===== config.mk =====
export PLATFORM = sky130hd
export DESIGN_NAME = ram_port_master
export DESIGN_NICKNAME = d
export VERILOG_FILES = /design/src/rtl/ram_port_master_pkg.sv /design/src/rtl/ram_port_master_req_fifo.sv /design/src/rtl/ram_port_master.sv
export SDC_FILE = /design/constraint.sdc
export NUM_CORES = 1
export LEC_CHECK = 0
export ABC_AREA = 1
export CELL_PAD_IN_SITES_DETAIL_PLACEMENT = 1
export CELL_PAD_IN_SITES_GLOBAL_PLACEMENT = 1
export CORE_AREA = 5 5 146 148
export CTS_CLUSTER_DIAMETER = 40
export DETAILED_ROUTE_END_ITERATION = 16
export DIE_AREA = 0 0 151 153
export HOLD_SLACK_MARGIN = 0.08
export PLACE_DENSITY = 0.84
export SLEW_MARGIN = 20
export SYNTH_ARGS = -nofsm -noshare
export SYNTH_HDL_FRONTEND = slang
export SYNTH_HIERARCHICAL = 1
export SYNTH_SLANG_ARGS = --single-unit

===== constraint.sdc =====
create_clock -name clk -period 5.9 [get_ports clk]
set_clock_uncertainty 0.2 [all_clocks]
set_input_delay 1.475 -clock clk [delete_from_list [all_inputs] [get_ports clk]]
set_output_delay 1.475 -clock clk [all_outputs]
set_load 0.05 [all_outputs]

===== src/rtl/ram_port_master_pkg.sv =====
// Shared types and default sizing for the RAM port master.
package ram_port_master_pkg;

    localparam int unsigned DATA_W_DEF     = 32;
    localparam int unsigned FIFO_DEPTH_DEF = 4;

    typedef enum logic [1:0] {
        ST_IDLE   = 2'd0,
        ST_ACCESS = 2'd1,
        ST_RESP   = 2'd2
    } state_t;

endpackage


===== src/rtl/ram_port_master_req_fifo.sv =====
// Synchronous request FIFO; full/empty and not-full flags are registered.
module req_fifo #(
    parameter int unsigned WIDTH = 33,
    parameter int unsigned DEPTH = 4
) (
    input  logic             clk,
    input  logic             rst,
    input  logic             i_push,
    input  logic             i_pop,
    input  logic [WIDTH-1:0] i_wdata,
    output logic [WIDTH-1:0] o_head_c,
    output logic             o_not_full,
    output logic             o_empty,
    output logic             o_empty_nxt_c
);

    localparam int unsigned AW = $clog2(DEPTH);
    localparam int unsigned PW = AW + 1;

    logic [WIDTH-1:0] r_mem [DEPTH];
    logic [PW-1:0]    r_wptr;
    logic [PW-1:0]    r_rptr;
    logic [PW-1:0]    w_wptr_nxt;
    logic [PW-1:0]    w_rptr_nxt;
    logic             w_do_push;
    logic             w_do_pop;
    logic             w_full_nxt;

    assign w_do_push     = i_push && o_not_full;
    assign w_do_pop      = i_pop && !o_empty;
    assign w_wptr_nxt    = r_wptr + PW'(w_do_push);
    assign w_rptr_nxt    = r_rptr + PW'(w_do_pop);
    assign o_empty_nxt_c = (w_wptr_nxt == w_rptr_nxt);
    assign w_full_nxt    = (w_wptr_nxt[AW] != w_rptr_nxt[AW]) &&
                           (w_wptr_nxt[AW-1:0] == w_rptr_nxt[AW-1:0]);
    assign o_head_c      = r_mem[r_rptr[AW-1:0]];

    // Pointer and flag registers; pointers wrap modulo 2*DEPTH.
    always_ff @(posedge clk) begin
        if (rst) begin
            r_wptr     <= '0;
            r_rptr     <= '0;
            o_not_full <= 1'b1;
            o_empty    <= 1'b1;
        end else begin
            r_wptr     <= w_wptr_nxt;
            r_rptr     <= w_rptr_nxt;
            o_not_full <= !w_full_nxt;
            o_empty    <= o_empty_nxt_c;
        end
    end

    // Storage array write.
    always_ff @(posedge clk) begin
        if (w_do_push) begin
            r_mem[r_wptr[AW-1:0]] <= i_wdata;
        end
    end

endmodule


===== src/rtl/ram_port_master.sv =====
// Queues read/write commands and replays them one at a time onto a RAM port.
module ram_port_master
    import ram_port_master_pkg::*;
#(
    parameter int unsigned DATA_W     = DATA_W_DEF,
    parameter int unsigned FIFO_DEPTH = FIFO_DEPTH_DEF
) (
    input  logic              clk,
    input  logic              rst,
    input  logic              req_valid,
    output logic              req_ready,
    input  logic              req_we,
    input  logic [DATA_W-1:0] req_wdata,
    output logic              rsp_valid,
    input  logic              rsp_ready,
    output logic              rsp_we,
    output logic [DATA_W-1:0] rsp_rdata,
    output logic              ram_ce,
    output logic              ram_we,
    output logic [DATA_W-1:0] ram_di,
    input  logic [DATA_W-1:0] ram_do,
    output logic              busy
);

    localparam int unsigned EW = DATA_W + 1;

    state_t            r_state;
    state_t            w_state_nxt;
    logic [EW-1:0]     w_head;
    logic              w_head_we;
    logic              w_fifo_empty;
    logic              w_empty_nxt;
    logic              w_push;
    logic              w_pop;
    logic              w_ram_ce_nxt;
    logic              w_ram_we_nxt;
    logic [DATA_W-1:0] w_ram_di_nxt;
    logic              w_rsp_valid_nxt;
    logic              w_rsp_we_nxt;
    logic [DATA_W-1:0] w_rsp_rdata_nxt;
    logic              w_busy_nxt;

    assign w_push    = req_valid && req_ready;
    assign w_head_we = w_head[DATA_W];

    req_fifo #(
        .WIDTH (EW),
        .DEPTH (FIFO_DEPTH)
    ) u_req_fifo (
        .clk           (clk),
        .rst           (rst),
        .i_push        (w_push),
        .i_pop         (w_pop),
        .i_wdata       ({req_we, req_wdata}),
        .o_head_c      (w_head),
        .o_not_full    (req_ready),
        .o_empty       (w_fifo_empty),
        .o_empty_nxt_c (w_empty_nxt)
    );

    // FSM state register.
    always_ff @(posedge clk) begin
        if (rst) begin
            r_state <= ST_IDLE;
        end else begin
            r_state <= w_state_nxt;
        end
    end

    // Next state and next values of every registered output.
    always_comb begin
        w_state_nxt     = r_state;
        w_pop           = 1'b0;
        w_ram_ce_nxt    = ram_ce;
        w_ram_we_nxt    = ram_we;
        w_ram_di_nxt    = ram_di;
        w_rsp_valid_nxt = rsp_valid;
        w_rsp_we_nxt    = rsp_we;
        w_rsp_rdata_nxt = rsp_rdata;
        case (r_state)
            ST_IDLE: begin
                if (!w_fifo_empty) begin
                    w_pop       = 1'b1;
                    w_state_nxt = ST_ACCESS;
                end
            end
            ST_ACCESS: begin
                // ram_do is only driven while ram_ce is high, i.e. here.
                w_rsp_rdata_nxt = ram_do;
                w_rsp_we_nxt    = ram_we;
                w_rsp_valid_nxt = 1'b1;
                w_ram_ce_nxt    = 1'b0;
                w_ram_we_nxt    = 1'b0;
                w_ram_di_nxt    = '0;
                w_state_nxt     = ST_RESP;
            end
            ST_RESP: begin
                if (rsp_ready) begin
                    w_rsp_valid_nxt = 1'b0;
                    if (!w_fifo_empty) begin
                        w_pop       = 1'b1;
                        w_state_nxt = ST_ACCESS;
                    end else begin
                        w_state_nxt = ST_IDLE;
                    end
                end
            end
            default: begin
                w_state_nxt = ST_IDLE;
            end
        endcase
        // Launch the popped head onto the RAM port.
        if (w_pop) begin
            w_ram_ce_nxt = 1'b1;
            w_ram_we_nxt = w_head_we;
            w_ram_di_nxt = w_head_we ? w_head[DATA_W-1:0] : '0;
        end
        w_busy_nxt = (w_state_nxt != ST_IDLE) || !w_empty_nxt;
    end

    // Output registers for the RAM port, response channel and busy flag.
    always_ff @(posedge clk) begin
        if (rst) begin
            ram_ce    <= 1'b0;
            ram_we    <= 1'b0;
            ram_di    <= '0;
            rsp_valid <= 1'b0;
            rsp_we    <= 1'b0;
            rsp_rdata <= '0;
            busy      <= 1'b0;
        end else begin
            ram_ce    <= w_ram_ce_nxt;
            ram_we    <= w_ram_we_nxt;
            ram_di    <= w_ram_di_nxt;
            rsp_valid <= w_rsp_valid_nxt;
            rsp_we    <= w_rsp_we_nxt;
            rsp_rdata <= w_rsp_rdata_nxt;
            busy      <= w_busy_nxt;
        end
    end

endmodule


== Word-level counts from Yosys, hierarchy flattened ==
Memory sizes are Yosys's and may differ from the RTL's. A register that Yosys moved wholly into a read port is not among the register bits.
Index checks and enable logic that the tools add are counted.
Cells by class
  add/subtract/negate cells: 2
  reduce and logical (&&, ||, !) cells: 13
  multiplexer cells: 18
  equality and inequality tests: 6
Operators with widths (number)
  $mux W32: 3
  $mux W1: 9
  $add A3 B1 Y3: 2
  $mux W2: 3
  $pmux W2 S3: 1
  $reduce_bool A2 Y1: 3
  $logic_and A1 B1 Y1: 4
  $pmux W1 S2: 2
  $eq A3 B3 Y1: 1
  $logic_not A1 Y1: 3
  $eq A2 B1 Y1 const B: 1
  $eq A2 B2 Y1: 1
  $eq A2 B2 Y1 const B: 1
  $logic_not A2 Y1: 1
  $ne A2 B2 Y1 const B: 1
  $reduce_and A2 Y1: 1
  $logic_or A1 B1 Y1: 1
  $ne A1 B1 Y1: 1
Storage, ports and cells
  flip-flop bits (word level): 79
  memories: 1
  output and inout bits: 70
  input port bits: 69
  word-level logic and storage cells: 52
  RAM bits: 132
Memory list
  u_req_fifo.r_mem: words 4, bits a word 33, read ports 1, clocked after Yosys merged registers in 1, wr ports 1, line ram_port_master_req_fifo.sv:20  | logic [WIDTH-1:0] r_mem [DEPTH];

== Longest topological paths before layout ==
Gate-level depths: netlist (run 1).
  depth after elaboration: 8
  mapped depth: 18
  depth with buffers taken out: 17

== Hierarchy ==
The synthesis (run 1) kept the hierarchy.
Modules (own cells, without submodules)
  req_fifo: instances 1, sequential area each 4124.0 um^2, area each 5330.1 um^2, cells an instance 382
  ram_port_master: instances 1, sequential area each 1421.4 um^2, area each 2842.7 um^2, cells an instance 354

== Worst setup path before layout (run 1) ==
No wires, ideal clock.
  path type: input-to-reg
  start: input req_valid
  end: memory u_req_fifo.r_mem[0][0], enable pin
  library setup time: 0.465 ns
  slack: 1.246 ns
  buffers on the path: 0
  arrival time: 3.990 ns
  stages on the path: 4
  data required time: 5.235 ns
  cells stage by stage: nand2_1 > inv_1 > nand2_1 > nor3_1
On the way
  cells in the longest elaborated chain, start to end: 4
RTL lines
  from (decl): line ram_port_master.sv:10  | input logic req_valid,
  $logic_and A1 B1 Y1: line ram_port_master.sv:43  | assign w_push = req_valid && req_ready;
  named net w_push: line ram_port_master.sv:33  | logic w_push;
  $logic_and A1 B1 Y1: line ram_port_master_req_fifo.sv:29  | assign w_do_push = i_push && o_not_full;
  $mux W1: line ram_port_master_req_fifo.sv:55  | if (w_do_push) begin
  $mux W1 (not written as such): line ram_port_master_req_fifo.sv:56  | r_mem[r_wptr[AW-1:0]] <= i_wdata;
  to (decl): line ram_port_master_req_fifo.sv:20
The timed path passes the listed nets, and every way through them passes these cells.

== Worst setup path in the final report (run 1) ==
  start: input rsp_ready
  end: register busy
On the way
  cells in the longest elaborated chain, start to end: 7
  elaborated cells on any way between the ends: 10
  those cells by class: add/sub (1); eq/ne (1); mux (4); reduce/logical (4)
RTL lines
  from (decl): line ram_port_master.sv:15  | input logic rsp_ready,
  $mux W1: line ram_port_master.sv:98  | if (rsp_ready) begin
  $pmux W1 S2: line ram_port_master.sv:80  | case (r_state)
  named net w_pop: line ram_port_master.sv:34  | logic w_pop;
  $logic_and A1 B1 Y1: line ram_port_master_req_fifo.sv:30  | assign w_do_pop = i_pop && !o_empty;
  $add A3 B1 Y3: line ram_port_master_req_fifo.sv:32  | assign w_rptr_nxt = r_rptr + PW'(w_do_pop);
  named net u_req_fifo.w_rptr_nxt[1]: line ram_port_master_req_fifo.sv:24  | logic [PW-1:0] w_rptr_nxt;
  $eq A3 B3 Y1: line ram_port_master_req_fifo.sv:33  | assign o_empty_nxt_c = (w_wptr_nxt == w_rptr_nxt);
  named net w_empty_nxt: line ram_port_master.sv:32  | logic w_empty_nxt;
  $logic_not A1 Y1: line ram_port_master.sv:118  | w_busy_nxt = (w_state_nxt != ST_IDLE) || !w_empty_nxt;
  $logic_or A1 B1 Y1: line ram_port_master.sv:118
  to (signal assigned): line ram_port_master.sv:138  | busy <= w_busy_nxt;
  to (decl): line ram_port_master.sv:22  | output logic busy
The timed path passes the listed nets, and every way through them passes these cells.
A chain may end at the register's enable or synchronous reset.

==> impl_results.md, run 1 <==
* Fin util at 54.19%
* Min cycle time layout at 4.116 ns
* Max VDD drop at 0.2440 mV
* RSZ-0062 raised after global routing: false
* Multi-input gate area at 2206 um2
* Synth warn at 6
* Initial antenna violation count at 2
* Worst Path Required at 6.08 ns
* Clock slew at reported path FFs at 0.05 ns
* Die ar. at 23100 um2
* Number of flops mapped to enable cells by yosys at 132
* RR Startpoint: r_state[0]
* Setup TNS Final at 0 ns
* Hold Crit Depth at 2
* Gp weighted congestion at 0.7103
* Clock Sinks at 211
* # IOs at 139
* CTS tree: done
* Status: complete, no violations
* Die height at 153 um
* Final Max Tran Viols at 0
* Initial core utilization at 41.05%
* Pwr/cell area at 415.1 nW/um2
* Post-synthesis cell type count at 24
* Port bufs at 138
* Synth area leaders: edfxtp_1, dfxtp_1, nor2_1
* Final layout net count at 944
* Slew headroom at 26.09%
* Hold WC Path Type: reg -> reg
* Pre-CTS setup slack at 1.300 ns
* WL final at 23.26 mm
* Period Utilization, post-route at 69.77%
* Yosys top cell by area: edfxtp_1
* Via density at 5.203
* Synth Area per Inst at 11.10 um2
* Critical setup path kind: in -> reg
* Final hold vios at 0
* Clk_lat worst skew at 0.49 ns
* Worst Path Arrival at 4.29 ns
* CTS Buf Count at 35
* Max Cap Viol at 0
* Worst hold slack at 0.2646 ns
* Pre-antenna DRT Iters at 7
* Area growth from synthesis to layout at 32.01%
* CTS Root Cell: clkbuf_16
* DP HPWL at 13.58 mm
* Hold Buf Count CTS at 0
* Seq cells post-synth at 211
* GR Overflow Total at 0
* R2r endpoint: busy
* Largest net degree at the start of global routing at 68
* Die extent in x at 151 um
* CP Capture Type: flop
* Initial drt markers at 240
* Commonest cells in the netlist: nor2_1, edfxtp_1, dfxtp_1, o21ai_0, nand2_1
* Vias in the first global route at 6575
* Leakage power at 3.808 nW
* FF/Latch Area at 5547 um2
* Share of layout cells above drive strength 1 at 8.705%
* Startpoint Class: input pin
* Detailed-route DRC error count at 0
* Post-Syn Area at 8173 um2
* Maximum clock path buffer count at 3
* Post-CTS Resized at 0
* Synth Flop Type: edfxtp_1
* Critical path fanouts, max at 37
* GR Util All Layers at 19.62%
* Final worst slack at 1.784 ns
* Post-synth ARST share at 0%
* Core area at 19910 um2
* Synth Instances at 736
* DR vias at 6072
* Setup violators final at 0
* Worst Hold End: ram_ce
* Postcts setup bufs at 0
* Synth top area share at 48.50%
* R2R Setup Slk at 2.51 ns
* Worst Tran Pin Value at 1.109 ns
* Total power at 4.479 mW
* Sequential element share of the synthesized area at 67.85%
* Final ANT Viol Nets at 0
* Wire per inst at 19.93 um
* Syn Nets at 809
* Fmax at 242.9 MHz
* Most common cell in the synthesized netlist: nor2_1
* R2R depth at 15
* Fillers at 2160
* Number of core rows at 52
* H-tree levels at 2
* Hold path startpoint: ram_ce
* First-pass GRT wire length at 35.96 mm
-- final cells by class --
class / instances / area share [%]
clock inverter: 13 / 1.125
sequential: 211 / 51.41
clock buffer: 49 / 9.475
multi-input combinational: 452 / 20.45
tap: 270 / 3.131
inverter: 23 / 0.8234
antenna: 1 / 0.02319
timing repair buffer: 148 / 13.57
-- report_power, final --
group / switching [mW] / internal [mW]
logic: 0.532 / 0.251
clock network: 0.701 / 1.26
registers: 0.0483 / 1.69
-- worst max-delay path, stage by stage --
cell and delay, ns:
clkdlybuf4s50_1 0.45, inv_1 0.05, nand2_1 0.06, buf_4 0.39
nand2_4 0.38, inv_1 0.16, inv_1 0.05, nor2_1 0.09
ha_1 0.15, ha_1 0.24, nand2_1 0.08, nand2_1 0.05
nor2_1 0.17, nand3_1 0.14, inv_1 0.11, nand2_1 0.07
nand2_1 0.09, nand2_1 0.07
-- flip-flops by register name, indices dropped and copies added, names as in the netlist --
signal                 flops
rsp_rdata                 32
busy                       1
ram_we                     1
ram_di                    32
ram_ce                     1
rsp_we                     1
rsp_valid                  1
u_req_fifo/r_mem         132
u_req_fifo/o_empty         1
u_req_fifo/r_rptr          3
u_req_fifo/r_wptr          3
u_req_fifo/o_not_full      1
r_state                    2
-- cells by family after synthesis --
family,count (synthesis),synth area share [%]
and+or+nand+nor,280,15.17
adders and majority gates,4,0.6124
DFF,211,67.85
AOI/OAI and AO/OA,168,10.79
buffers and inverters,73,5.572
-- layer usage --
layer  vias to the layer above  share of wire, %  global-route usage (%)
met5                         -             0.086                       0
li1                       2868                 -                       -
met3                        42               8.0                   5.301
met2                       218                51                   33.88
met4                         2               1.7                   5.699
met1                      2942                39                   23.99
-- cell usage in the layout (no fill, tap or decap), types with 2 or more instances in the layout --
master and count:
dfxtp_1 78, nor3_2 4, nor2_1 142, o21ai_0 76, inv_1 19, o22ai_1 32, nand3b_1 32, clkdlybuf4s50_1 137
nand3_1 36, clkbuf_16 38, clkinv_2 5, nand2_1 62, clkinvlp_4 2, ha_1 4, clkinv_4 2, buf_4 9
edfxtp_1 132, inv_2 2, inv_6 5, o21ai_1 25, a21oi_1 34, clkbuf_1 8, clkbuf_8 3
-- metrics by stage --
step | cell area [um2] | cells
2_1_floorplan | 8173 | 736
3_3_place_gp | 9642 | 1104
3_5_place_dp | 9642 | 1104
4_1_cts | 10790 | 1166
5_1_grt | 10790 | 1167
6_report | 10790 | 1167
-- how the worst max path moves through the flow --
| stage | startpoint | to | depth (start not counted) |
|---|---|---|---|
| 2_1_floorplan | req_valid | u_req_fifo/r_mem[0][0] | 4 |
| 3_3_place_gp | rsp_ready | busy | 18 |
| 3_5_place_dp | rsp_ready | busy | 18 |
| 4_1_cts | rsp_ready | busy | 18 |
| 5_1_grt | rsp_ready | busy | 18 |
| 6_report | rsp_ready | busy | 18 |
No activity file was read; power rests on OpenSTA's default activity.
==> inputs of run 2 (changes only) <==
--- a/config.mk
+++ b/config.mk
@@ -8,12 +8,12 @@
 export ABC_AREA = 1
 export CELL_PAD_IN_SITES_DETAIL_PLACEMENT = 1
 export CELL_PAD_IN_SITES_GLOBAL_PLACEMENT = 1
-export CORE_AREA = 5 5 146 148
+export CORE_AREA = 5 5 155 157
 export CTS_CLUSTER_DIAMETER = 40
 export DETAILED_ROUTE_END_ITERATION = 16
-export DIE_AREA = 0 0 151 153
+export DIE_AREA = 0 0 160 162
 export HOLD_SLACK_MARGIN = 0.08
-export PLACE_DENSITY = 0.84
+export PLACE_DENSITY = 0.79
 export SLEW_MARGIN = 20
 export SYNTH_ARGS = -nofsm -noshare
 export SYNTH_HDL_FRONTEND = slang
==> constraint.sdc (replaced) <==
create_clock -name clk -period 3.6 [get_ports clk]
set_clock_uncertainty 0.2 [all_clocks]
set_input_delay 0.9 -clock clk [delete_from_list [all_inputs] [get_ports clk]]
set_output_delay 0.9 -clock clk [all_outputs]
set_load 0.05 [all_outputs]
==> run 2 against run 1 <==
Effect of this change:
- critical path type is now reg -> out
- critical path depth down 17
- sequential power is 65% higher
- global-route usage decreased by 2.9 points
- register-to-register slack worse by 1.5 ns
- clock power rose by 44%
==> impl_results.md, run 2 (synthesis results as in run 1) <==
* Status: complete, no violations
* Max Cap Viol at 0
* Fin util at 47.68%
* Number of core rows at 55
* Slew headroom at 50.32%
* Fillers at 2379
* CP Cell Sequence: clkdlybuf4s50_1
* DP HPWL at 13.85 mm
* Inst Count DP at 1124
* CTS Root Cell: clkbuf_16
* Die extent in x at 160 um
* Clock slew at reported path FFs at 0.05 ns
* Fmax at 352.5 MHz
* Postcts setup bufs at 0
* Sequential power share at 41.1%
* Via density at 5.104
* Net Switching at 1.950 mW
* WL final at 22.24 mm
* Setup violators final at 0
* Maximum clock path buffer count at 3
* Critical path buffers and inverters at 1
* Initial drt markers at 384
* Leakage power at 3.744 nW
* Detailed-route DRC error count at 0
* DR vias at 6007
* First-pass GRT wire length at 34.96 mm
* RSZ-0062 raised after global routing: false
* Critical path fanouts, max at 2
* Pwr/cell area at 651.4 nW/um2
* Largest net degree at the start of global routing at 47
* Startpoint Class: flop
* Critical setup path kind: reg -> out
* Wire per inst at 18.89 um
* Initial core utilization at 36.54%
* Final hold vios at 0
* Final ANT Viol Nets at 0
* Max VDD drop at 0.3674 mV
* Final Max Tran Viols at 0
* Period Utilization, post-route at 78.81%
* GR Overflow Total at 0
* Total power at 6.946 mW
* Port bufs at 138
* FF/Latch Area at 5547 um2
* Die height at 162 um
* H-tree levels at 1
* CTS Buf Count at 28
* Hold WC Path Type: reg -> reg
* Pre-antenna DRT Iters at 5
* Final layout net count at 942
* Combinational power share at 18.3%
* Hold Crit Depth at 2
* GR Util All Layers at 16.68%
* Die ar. at 25920 um2
* Min cycle time layout at 2.837 ns
* Layout Cells excl Fill at 1177
* Highest-count cells in the layout ignoring fill and taps: nor2_1, clkdlybuf4s50_1, edfxtp_1
* CP max stage cell: clkdlybuf4s50_1
* Post-CTS Resized at 0
* Clock Sinks at 211
* Multi-input gate area at 2206 um2
* Max reg flops at 132
* Worst Path Required at 2.50 ns
* Vias in the first global route at 6374
* Critical Path Stages at 1
* Hold Buf Count CTS at 0
* Worst Tran Pin Value at 0.7425 ns
* Power Internal at 4.996 mW
* # IOs at 139
* CTS tree: done
* Initial antenna violation count at 1
* Kind of cell adding the most delay to the critical path: buffers and inverters
* Share of layout cells above drive strength 1 at 8.305%
* Clk_lat worst skew at 0.53 ns
* Switching share of total power at 28.08%
* CP Capture Type: output port
* Commonest non-fill, non-tap cell in the layout: nor2_1
* Gp weighted congestion at 0.7623
* R2R depth at 6
* Worst Path Arrival at 1.74 ns
* Slowest stage delay, CP at 0.85 ns
* Area growth from synthesis to layout at 30.48%
* Core area at 22370 um2
* Clock power share at 40.6%
run 2: final cells by class:
type                       count  share of cell area, %
timing repair buffer         153                  13.96
antenna                        1                0.02347
sequential                   211                  52.01
tap                          285                  3.344
multi-input combinational    452                  20.69
inverter                      23                 0.8213
clock buffer                  42                  7.826
clock inverter                10                  1.326
run 2: stage by stage:
step	area (um2)	worst slack [ns]	hold WS (ns)	setup TNS, ns
6_report	10660	0.7628	0.2577	0
5_1_grt	10660	0.7158	0.2804	0
4_1_cts	10660	0.7154	0.2638	0
3_5_place_dp	9686	0.4433	0.2563	0
3_3_place_gp	9686	0.4950	0.2511	0
2_1_floorplan	8173	-0.4791	0.3092	-63.23
run 2: final timing paths:
| path | start | endpoint | slack, ns |
|---|---|---|---|
| setup / recovery | ram_di[28] | ram_di[28] | 0.76 |
| hold / removal | ram_ce | ram_ce | 0.26 |
| setup reg to reg | u_req_fifo/r_rptr[0] | ram_di[27] | 0.97 |
| hold reg to reg | ram_ce | ram_ce | 0.26 |
run 2: power groups by stage:
stage	clock network (mW)	logic [mW]	registers, mW
3_5_place_dp	0	1.27	2.91
2_1_floorplan	0	0.555	3.21
5_1_grt	3.00	1.37	2.87
4_1_cts	2.88	1.28	2.86
6_report	2.82	1.27	2.86
3_3_place_gp	0	1.24	2.90
run 2: per-layer routing:
metal  vias up  track usage [%]  part of all wire, %
met5         -                0                    0
met4         0            4.185                  2.0
met3        36            3.375                  5.7
met2       193            29.34                   49
met1      2921            21.19                   43
li1       2857                -                    -
